### config.mk
export PLATFORM = sky130hd
export DESIGN_NAME = mc_cpu_gen2
export DESIGN_NICKNAME = d
export VERILOG_FILES = /design/src/rtl/mc_cpu_gen2.sv
export SDC_FILE = /design/constraint.sdc
export NUM_CORES = 2
export LEC_CHECK = 0
export ABC_AREA = 1
export CORE_AREA = 2 2 314 316
export CTS_BUF_LIST = sky130_fd_sc_hd__clkbuf_4 sky130_fd_sc_hd__clkbuf_8
export DETAILED_ROUTE_END_ITERATION = 10
export DIE_AREA = 0 0 316 318
export GPL_TIMING_DRIVEN = 1
export SYNTH_ARGS = -nofsm -noshare
export SYNTH_HDL_FRONTEND = slang
export SYNTH_SLANG_ARGS = --single-unit
### constraint.sdc
create_clock -name clk_in -period 6.8 [get_ports clk_in]
set_input_delay 1.36 -clock clk_in [delete_from_list [all_inputs] [get_ports clk_in]]
set_output_delay 1.36 -clock clk_in [all_outputs]
set_load 0.01 [all_outputs]
### src/rtl/mc_cpu_gen2.sv
// mc_cpu_gen2: parametrised multi-cycle CPU core (10-opcode, 32-bit ISA)
// sharing one instruction/data memory through a ready-handshaked port.
//
// Parameters: DATA_W (>=32), ADDR_W (1..12), REG_AW (register index width).
// Ports:
//   clk_in      clock, rising edge
//   reset_n     asynchronous active-low reset
//   data_in     memory read data (instruction in [31:0])
//   mem_ready   memory accepts/returns this cycle (sampled while mem_en=1)
//   data_out    store data
//   address     memory address
//   read_write  0 = read, 1 = write
//   mem_en      memory request
//   halted      core is in HALT
// Optional (macro PERF_CNT_EN): cycle_count, instr_count performance counters.
module mc_cpu_gen2 #(
  parameter int unsigned DATA_W = 32,
  parameter int unsigned ADDR_W = 12,
  parameter int unsigned REG_AW = 4
) (
  input  logic              clk_in,
  input  logic              reset_n,
  input  logic [DATA_W-1:0] data_in,
  input  logic              mem_ready,
  output logic [DATA_W-1:0] data_out,
  output logic [ADDR_W-1:0] address,
  output logic              read_write,
  output logic              mem_en,
  output logic              halted
`ifdef PERF_CNT_EN
  ,
  output logic [31:0]       cycle_count,
  output logic [31:0]       instr_count
`endif
);

  typedef enum logic [2:0] {
    S_FETCH, S_DECODE, S_EXECUTE, S_MEMORY, S_WRITEBACK, S_HALT
  } state_e;

  typedef enum logic [3:0] {
    OP_NOP = 4'd0, OP_LD  = 4'd1, OP_STR = 4'd2, OP_BRA = 4'd3,
    OP_XOR = 4'd4, OP_ADD = 4'd5, OP_ROT = 4'd6, OP_SHF = 4'd7,
    OP_HLT = 4'd8, OP_CMP = 4'd9
  } op_e;

  state_e            state_q, state_d;
  logic [ADDR_W-1:0] pc_q, pc_d;
  logic [31:0]       ir_q, ir_d;
  logic [DATA_W-1:0] a_q, a_d, b_q, b_d, mdr_q, mdr_d, res_q, res_d;
  logic              taken_q, taken_d;
  logic              flag_c_q, flag_c_d, flag_p_q, flag_p_d, flag_e_q, flag_e_d;
  logic              flag_n_q, flag_n_d, flag_z_q, flag_z_d;
  logic [ADDR_W-1:0] addr_q, addr_d;
  logic              rw_q, rw_d, mem_en_q, mem_en_d, halted_q, halted_d;
  logic [DATA_W-1:0] data_out_q, data_out_d;
  logic [DATA_W-1:0] rf_q [2**REG_AW];
  logic              rf_we;
  logic [DATA_W-1:0] rf_wdata;

  // Instruction field decode
  op_e               op;
  logic [REG_AW-1:0] src_idx, dst_idx;
  logic [ADDR_W-1:0] src_addr, dst_addr;
  logic [DATA_W-1:0] imm;
  logic [3:0]        cc;
  logic              unused_ir;

  assign op        = op_e'(ir_q[31:28]);
  assign cc        = ir_q[27:24];
  assign src_idx   = ir_q[12 +: REG_AW];
  assign dst_idx   = ir_q[0 +: REG_AW];
  assign src_addr  = ir_q[12 +: ADDR_W];
  assign dst_addr  = ir_q[0 +: ADDR_W];
  assign imm       = DATA_W'(ir_q[23:12]);
  assign unused_ir = ^ir_q[11:0];

  // ALU: result, carry, flag-update enable and branch decision from A/B
  logic [DATA_W-1:0]   alu_res;
  logic                alu_c, alu_upd, br_taken;
  logic                sh_neg;
  logic [12:0]         sh_mag;
  logic [31:0]         rot_amt, rot_l;
  logic [2*DATA_W-1:0] rot_dbl;
  logic [DATA_W:0]     shf_w;

  always_comb begin
    alu_res  = '0;
    alu_c    = 1'b0;
    alu_upd  = 1'b0;
    br_taken = 1'b0;
    // Shift amount is A[11:0] as signed; split into direction and magnitude.
    sh_neg   = a_q[11];
    sh_mag   = sh_neg ? (13'd4096 - {1'b0, a_q[11:0]}) : {1'b0, a_q[11:0]};
    rot_amt  = 32'(sh_mag) % DATA_W;
    // A right rotation is expressed as the equivalent left rotation.
    rot_l    = sh_neg ? ((DATA_W - rot_amt) % DATA_W) : rot_amt;
    rot_dbl  = {b_q, b_q} << rot_l;
    shf_w    = '0;
    case (op)
      OP_XOR: begin alu_res = a_q ^ b_q; alu_upd = 1'b1; end
      OP_ADD: begin {alu_c, alu_res} = {1'b0, a_q} + {1'b0, b_q}; alu_upd = 1'b1; end
      OP_ROT: begin alu_res = rot_dbl[2*DATA_W-1 -: DATA_W]; alu_upd = 1'b1; end
      OP_SHF: begin
        // One guard bit past the shifted end captures the last bit shifted out.
        if (!sh_neg) begin
          shf_w   = {1'b0, b_q} << sh_mag;
          alu_res = shf_w[DATA_W-1:0];
          alu_c   = shf_w[DATA_W];
        end else begin
          shf_w   = {b_q, 1'b0} >> sh_mag;
          alu_res = shf_w[DATA_W:1];
          alu_c   = shf_w[0];
        end
        alu_upd = 1'b1;
      end
      OP_CMP: begin alu_res = ~a_q; alu_upd = 1'b1; end
      OP_BRA: begin
        case (cc)
          4'd0:    br_taken = 1'b1;
          4'd1:    br_taken = flag_p_q;
          4'd2:    br_taken = flag_e_q;
          4'd3:    br_taken = flag_c_q;
          4'd4:    br_taken = flag_n_q;
          4'd5:    br_taken = flag_z_q;
          4'd6:    br_taken = !flag_c_q;
          4'd7:    br_taken = !flag_n_q && !flag_z_q;
          default: br_taken = 1'b0;
        endcase
      end
      default: ;
    endcase
  end

  always_comb begin
    state_d    = state_q;
    pc_d       = pc_q;
    ir_d       = ir_q;
    a_d        = a_q;
    b_d        = b_q;
    mdr_d      = mdr_q;
    res_d      = res_q;
    taken_d    = taken_q;
    flag_c_d   = flag_c_q;
    flag_p_d   = flag_p_q;
    flag_e_d   = flag_e_q;
    flag_n_d   = flag_n_q;
    flag_z_d   = flag_z_q;
    addr_d     = addr_q;
    rw_d       = rw_q;
    mem_en_d   = mem_en_q;
    data_out_d = data_out_q;
    halted_d   = halted_q;
    rf_we      = 1'b0;
    rf_wdata   = '0;
    case (state_q)
      S_FETCH: begin
        if (mem_ready) begin
          ir_d     = data_in[31:0];
          mem_en_d = 1'b0;
          state_d  = S_DECODE;
        end
      end
      S_DECODE: begin
        a_d     = ir_q[27] ? imm : rf_q[src_idx];
        b_d     = rf_q[dst_idx];
        state_d = S_EXECUTE;
      end
      S_EXECUTE: begin
        res_d   = alu_res;
        taken_d = br_taken;
        if (alu_upd) begin
          flag_c_d = alu_c;
          flag_p_d = ^alu_res;
          flag_e_d = ~alu_res[0];
          flag_n_d = alu_res[DATA_W-1];
          flag_z_d = (alu_res == '0);
        end
        case (op)
          OP_LD: begin
            mem_en_d = 1'b1;
            rw_d     = 1'b0;
            addr_d   = src_addr;
            state_d  = S_MEMORY;
          end
          OP_STR: begin
            mem_en_d   = 1'b1;
            rw_d       = 1'b1;
            addr_d     = dst_addr;
            data_out_d = a_q;
            state_d    = S_MEMORY;
          end
          OP_HLT: begin
            mem_en_d = 1'b0;
            halted_d = 1'b1;
            state_d  = S_HALT;
          end
          default: state_d = S_WRITEBACK;
        endcase
      end
      S_MEMORY: begin
        if (mem_ready) begin
          if (op == OP_LD) mdr_d = data_in;
          mem_en_d = 1'b0;
          state_d  = S_WRITEBACK;
        end
      end
      S_WRITEBACK: begin
        case (op)
          OP_LD: begin rf_we = 1'b1; rf_wdata = mdr_q; end
          OP_XOR, OP_ADD, OP_ROT, OP_SHF, OP_CMP: begin rf_we = 1'b1; rf_wdata = res_q; end
          default: ;
        endcase
        pc_d     = taken_q ? dst_addr : pc_q + ADDR_W'(1);
        addr_d   = pc_d;
        mem_en_d = 1'b1;
        rw_d     = 1'b0;
        state_d  = S_FETCH;
      end
      S_HALT: ;
      default: state_d = S_FETCH;
    endcase
  end

  always_ff @(posedge clk_in or negedge reset_n) begin
    if (!reset_n) begin
      state_q    <= S_FETCH;
      pc_q       <= '0;
      ir_q       <= '0;
      a_q        <= '0;
      b_q        <= '0;
      mdr_q      <= '0;
      res_q      <= '0;
      taken_q    <= 1'b0;
      flag_c_q   <= 1'b0;
      flag_p_q   <= 1'b0;
      flag_e_q   <= 1'b0;
      flag_n_q   <= 1'b0;
      flag_z_q   <= 1'b0;
      addr_q     <= '0;
      rw_q       <= 1'b0;
      mem_en_q   <= 1'b1;
      data_out_q <= '0;
      halted_q   <= 1'b0;
      for (int unsigned i = 0; i < 2**REG_AW; i++) rf_q[i] <= '0;
    end else begin
      state_q    <= state_d;
      pc_q       <= pc_d;
      ir_q       <= ir_d;
      a_q        <= a_d;
      b_q        <= b_d;
      mdr_q      <= mdr_d;
      res_q      <= res_d;
      taken_q    <= taken_d;
      flag_c_q   <= flag_c_d;
      flag_p_q   <= flag_p_d;
      flag_e_q   <= flag_e_d;
      flag_n_q   <= flag_n_d;
      flag_z_q   <= flag_z_d;
      addr_q     <= addr_d;
      rw_q       <= rw_d;
      mem_en_q   <= mem_en_d;
      data_out_q <= data_out_d;
      halted_q   <= halted_d;
      if (rf_we) rf_q[dst_idx] <= rf_wdata;
    end
  end

  assign data_out   = data_out_q;
  assign address    = addr_q;
  assign read_write = rw_q;
  assign mem_en     = mem_en_q;
  assign halted     = halted_q;

`ifdef PERF_CNT_EN
  logic [31:0] cyc_cnt_q, cyc_cnt_d, ins_cnt_q, ins_cnt_d;

  always_comb begin
    cyc_cnt_d = cyc_cnt_q;
    ins_cnt_d = ins_cnt_q;
    if (state_q != S_HALT) cyc_cnt_d = cyc_cnt_q + 32'd1;
    if (state_q == S_WRITEBACK || (state_q == S_EXECUTE && state_d == S_HALT))
      ins_cnt_d = ins_cnt_q + 32'd1;
  end

  always_ff @(posedge clk_in or negedge reset_n) begin
    if (!reset_n) begin
      cyc_cnt_q <= '0;
      ins_cnt_q <= '0;
    end else begin
      cyc_cnt_q <= cyc_cnt_d;
      ins_cnt_q <= ins_cnt_d;
    end
  end

  assign cycle_count = cyc_cnt_q;
  assign instr_count = ins_cnt_q;
`endif

endmodule

Word level (Yosys, flattened, before mapping)
Index checks and enable logic that the tools add are counted.
{"block": "classes", "add_sub_neg": 4, "magnitude_cmp": 3, "eq_ne": 26, "n_shift": 3, "muxes": 35, "bitwise": 6, "n_reduce_logical": 23}
{"operator": "512-bit bitwise mux", "n": 1}
{"operator": "32-bit binary-select mux with 4-bit select", "n": 2}
{"operator": "32-bit two-way mux", "n": 8}
{"operator": "32-bit case mux with 5 select lines", "n": 1}
{"operator": "32-bit demux with 4-bit select", "n": 1}
{"operator": "32-bit case mux with 2 select lines", "n": 1}
{"operator": "64-bit by 5-bit << shifter with 64-bit output", "n": 1}
{"operator": "12-bit case mux with 2 select lines", "n": 2}
{"operator": "32-bit by 32-bit adder with 33-bit output", "n": 1}
{"operator": "32-bit by 13-bit << shifter with 33-bit output", "n": 1}
{"operator": "33-bit by 13-bit >> shifter with 33-bit output", "n": 1}
{"operator": "4-bit by 3-bit equality test with 1-bit output, second input constant", "n": 8}
{"operator": "32-bit zero test", "n": 1}
{"operator": "32-bit inverter", "n": 1}
{"operator": "32-bit XOR reduction", "n": 1}
{"operator": "32-bit XOR", "n": 1}
{"operator": "4-bit by 2-bit equality test with 1-bit output, second input constant", "n": 4}
{"operator": "3-bit case mux with 5 select lines", "n": 1}
{"operator": "13-bit two-way mux", "n": 1}
{"operator": "13-bit by 12-bit subtractor with 13-bit output, first input constant", "n": 1}
{"operator": "12-bit by 1-bit adder with 12-bit output, second input constant", "n": 1}
{"operator": "12-bit two-way mux", "n": 1}
{"operator": "5-bit greater-or-equal comparator, second input constant", "n": 2}
{"operator": "4-bit inverter with 5-bit output", "n": 2}
{"operator": "29 further kinds", "n": 55}
{"block": "word_totals", "register_bits": 740, "in_bits": 35, "output_inout_bits": 47, "word_cells": 134}

Depth between registers and ports, before layout
{"block": "depth", "word_depth": 7, "depth_mapped": 35, "depth_no_buf": 31}

Least setup slack after synthesis
OpenSTA, ideal clock, no wires.
{"block": "synth_path", "kind": "reg2reg", "from": "register a_q[0]", "to": "register flag_p_q", "setup_ns": 0.118, "t_arrival_ns": 4.879, "required_time_ns": 6.682, "setup_slack_ns": 1.804, "path_stages_with_launch": 33, "path_buffers": 5, "period_less_slack_ns": 4.996, "path_cell_list": "dfrtp_1 -> inv_2 -> clkbuf_1 -> ha_1 -> nor2_1 -> nor2_4 -> inv_1 -> buf_2 -> buf_1 -> ha_1 -> nor2_1 -> nor2_4 -> inv_2 -> buf_2 -> buf_2 -> o21ai_1 -> nand2_1 -> o21ai_0 -> o21ai_0 -> nand2_1 -> nand3_1 -> o221ai_1 -> a31oi_1 -> nand2_1 -> inv_1 -> ha_1 -> xor2_1 -> xnor2_1 -> xnor2_1 -> xor2_1 -> nand3_1 -> nand3_1 -> nand2_1"}
{"block": "synth_via", "elab_chain_len": 7, "word_cells_on_any_way": 13, "cone_classes": "add/sub (3); shift (3); mux (4); bitwise (2); reduce/logical (1)"}
{"item": "from (decl)", "line_no": "50", "text": "logic [DATA_W-1:0] a_q, a_d, b_q, b_d, mdr_q, mdr_d, res_q, res_d;"}
{"item": "from (signal assigned)", "line_no": "230", "text": "a_q <= '0;"}
{"item": "from (signal assigned)", "line_no": "250", "text": "a_q <= a_d;"}
{"item": "13-bit by 12-bit subtractor with 13-bit output", "line_no": "94", "text": "sh_mag = sh_neg ? (13'd4096 - {1'b0, a_q[11:0]}) : {1'b0, a_q[11:0]};"}
{"item": "13-bit two-way mux", "line_no": "94"}
{"item": "1-bit by 5-bit subtractor with 5-bit output", "line_no": "97", "text": "rot_l = sh_neg ? ((DATA_W - rot_amt) % DATA_W) : rot_amt;"}
{"item": "5-bit two-way mux", "line_no": "97"}
{"item": "64-bit by 5-bit << shifter with 64-bit output", "line_no": "98", "text": "rot_dbl = {b_q, b_q} << rot_l;"}
{"item": "32-bit case mux with 5 select lines (*)", "line_no": "100", "text": "case (op)"}
{"item": "32-bit XOR reduction (*)", "line_no": "174", "text": "flag_p_d = ^alu_res;"}
{"item": "to (signal assigned)", "line_no": "256", "text": "flag_p_q <= flag_p_d;"}
{"item": "to (decl)", "line_no": "52", "text": "logic flag_c_q, flag_c_d, flag_p_q, flag_p_d, flag_e_q, flag_e_d;"}
Every way passes the cells marked *; elsewhere a longest branch is shown, timed or not.
A chain may end at the register's enable or synchronous reset.

Final worst setup path
{"block": "layout_path", "from": "register a_q[1]", "to": "register flag_p_q"}
Same word-level chain as after synthesis.

==> run_results.csv <==
group,metric,value,unit
floorplanning,die_y,318,µm
routing,vias_per_cell,6.18,
worst_hold_path,hp-class,"reg2reg",
timing,grt_setup_unrepaired,"false",
setup_path,worstPathRequired,7520,ps
logic_synthesis,synth_seq_cells,740,
setup_path,critical_path.max_fanout,36,
logic_synthesis,synth_area,43300,µm²
logic_synthesis,synth_top_area_share,42.7,%
timing,slew_violations,0,
timing,relSlewSlack,6.40,%
routing,drt_first_pass_iters,8,
logic_synthesis,synth_cells,5874,
routing,wl_met1,74.4,mm
setup_path,cp_slowest_stage_delay,510,ps
logic_synthesis,synth-seq-area-share,42.8,%
setup_path,cp.arrival,6650,ps
logic_synthesis,ys_warn_count,0,
power,power_density,522,nW/µm²
outcome,status,"complete, no violations",
cts,cts_resized,0,
power,power_frac_comb,59.2,%
power,ir_drop,0.000359,V
routing,met3_length,18.7,mm
setup_path,crit_start,"a_q[1]",
layout,fill_cells,9826,
logic_synthesis,synth_area_leaders,"dfrtp_1 43%, nand2_1 13%, o21ai_0 13%",
routing,dr_wl_met2,80.3,mm
floorplanning,core_area,97400,µm²
setup_path,r2r-start,"a_q[1]",
layout,final_cells,7108,
placed_design,dp_cells,6874,
power,p_switching,0.0135,W
power,total_power,0.0249,W
timing,fmax,0.169,GHz
placed_design,dp_hpwl,117,mm
logic_synthesis,yosys-top-cells-count,"1553 x nand2_1, 1084 x o21ai_0, 739 x dfrtp_1",
cts,cts_made_buffers,132,
routing,drt_wl_total,185,mm
cts,insertion_delay,850,ps
worst_hold_path,min_from,"halted",
floorplanning,fp.dieW,316,µm
floorplanning,num_io_pins,82,
timing,fin_tns_setup,0,ps
global_route,grt_pass1_vias,40820,
power,power.share.clock,17.8,%
logic_synthesis,synth_edf_count,0,
timing,fin_worst_skew,54.1,ps
power,leakagePower,20.9,nW
cts,path_clk_slew,60,ps
timing,min_period_over_period,87.2,%
floorplanning,die_area,100000,µm²
cts,root_buffer,"clkbuf_8",
setup_path,critPathCaptureType,"register",
layout,fin_nets,5807,
routing,drtIter0Drc,5664,
cts,cts_buffer_depth,3,
layout,area_growth,10.1,%
cts,cts_tree,"done",
logic_synthesis,postSynth.asyncResetShare,100,%
logic_synthesis,synth-main-ff-cell,"dfrtp_1",
global_route,grt-ovfl-total,0,
setup_path,slowest_stage,"dfrtp_1",
global_route,grt_pass1_wl,274,mm
cts,clock-sinks,740,
routing,drc,0,
logic_synthesis,yosysTopAreaCell,"dfrtp_1",
logic_synthesis,synth_fp_nets,5960,
layout,multi_input_area,22100,µm²
power,switching_share,54.2,%
floorplanning,rows,115,
placed_design,port_buffers,81,
timing,hold_viol,0,
routing,top_layer,"met5",
cts,htree_levels,4,
layout,seq_area,18500,µm²
setup_path,worstSetupPathType,"reg2reg",
power,p_seq_share,22.9,%
cts,postCtsHoldBufs,0,
logic_synthesis,ys_types,63,
cts,post_cts_buffers,0,
placed_design,gp_congestion,1.04,
setup_path,worstSetupStartpointType,"register",
global_route,grt_max_degree,162,
routing,antenna_left,0,
logic_synthesis,syn_avg_cell_area,7.37,µm²
timing,tightest_slew,1370,ps
power,internal-power,0.0114,W
timing,layout_min_cycle_time,5930,ps
floorplanning,start_util,44.5,%
routing,wl_per_cell,26.0,µm
flow_run,cap_violations,0,
global_route,antenna_found_initial,10,
logic_synthesis,yosys.cell_count.top_type,"nand2_1",
layout,drive_above_1_share,7.48,%
routing,num_vias,43932,
timing,setup_violations,0,
global_route,track_usage,36.3,%
setup_path,critPathMostFrequentCell,"nand2_1",
metrics by stage:
| stage | worst slack [ps] | hold WS, ps | utilization (%) | cell area [µm²] |
|---|---|---|---|---|
| floorplan | 1800 | 450 | - | 43300 |
| global placement | 1080 | 458 | 46.1 | 44900 |
| detailed placement | 1040 | 450 | 46.1 | 44900 |
| CTS | 1010 | 474 | 49.0 | 47700 |
| global route | 450 | 495 | 49.0 | 47700 |
| finish | 872 | 467 | 49.0 | 47700 |
critical path, delay by kind of cell (launching register included):
kind | cells | cell delay [ps]
adders and majority gates | 3 | 830
AOI/OAI and AO/OA | 3 | 710
and+or+nand+nor | 13 | 2180
buffers and inverters | 4 | 670
DFF | 1 | 510
xor gates and xnor gates | 4 | 890
power by group through the flow:
stage / Sequential (W) / Combinational [W] / Clock, W
3_3_place_gp: 0.00574 / 0.0142 / 0
6_report: 0.00571 / 0.0148 / 0.00445
5_1_grt: 0.00574 / 0.0158 / 0.00471
2_1_floorplan: 0.00535 / 0.00956 / 0
4_1_cts: 0.00568 / 0.0142 / 0.00451
3_5_place_dp: 0.00574 / 0.0142 / 0
cell families (layout without fill, tap and decap cells):
logic type               after synthesis  after routing  synth area share [%]
AND/OR/NAND/NOR                     2390           2390                  22.3
AO/OA/AOI/OAI                       1909           1909                  25.9
buffers and inverters                748            690                  6.70
flip-flops                           740            740                  42.8
adder cells (fa/ha/maj)               51             51                  1.49
XOR/XNOR                              32             32                 0.725
multiplexers                           4              4                0.0953
other                                  0              5                     0
worst paths after layout:
kind	endpoint	slack, ps	depth (start not counted)
hold / removal	halted	470	2
max in group asynchronous	ir_q[12]	4830	2
hold reg to reg	halted	470	2
min in group asynchronous	rf_q[269]	520	1
setup reg to reg	flag_p_q	870	27
setup / recovery	flag_p_q	870	27
metal layers:
| layer | track usage (%) | vias up |
|---|---|---|
| met3 | 9.46 | 551 |
| met4 | 19.8 | 10 |
| met1 | 48.0 | 21028 |
| li1 | - | 19904 |
| met2 | 54.1 | 2439 |
| met5 | 0 | - |
layout by cell type (no fill, tap or decap), types with 7 or more instances in the layout:
cell type,instances
a32o_1,8
a21oi_1,167
o21ai_1,75
a221oi_1,21
xnor2_1,11
o21a_1,7
o22ai_1,32
a31oi_1,13
a22o_1,30
buf_4,87
o21ai_0,1084
xor2_1,17
nand3_1,312
a22oi_1,258
a21boi_0,9
o221ai_1,93
nor2_1,409
inv_1,251
o211ai_1,44
clkinv_2,10
clkinv_1,7
clkinvlp_4,8
o2111ai_1,11
clkdlybuf4s50_1,80
dfrtp_1,735
clkbuf_8,165
a211oi_1,11
nand2_2,22
inv_2,24
nand2_1,1534
buf_12,8
nor2_4,12
nor3_1,8
nand4_1,46
a2bb2oi_1,16
nor4_1,10
or2_2,15
clkbuf_4,41
ha_1,50
cell type report:
| cell class | instances | area share, % |
|---|---|---|
| flip-flops and latches | 740 | 38.9 |
| inverters | 285 | 2.27 |
| clock buffers | 206 | 5.41 |
| multi-input cells | 4386 | 46.2 |
| well taps | 1287 | 3.38 |
| clock inverters | 23 | 0.422 |
| diodes | 5 | 0.0262 |
| repair buffers | 176 | 3.42 |
flip-flops by register name (all words and copies together) (netlist names), 3 cells and up:
name      flops
a_q          32
address      12
b_q          32
data_out     32
ir_q         32
mdr_q        32
pc_q         12
res_q        32
rf_q        512
state_q       3
Power figures use the tool's default switching activity.
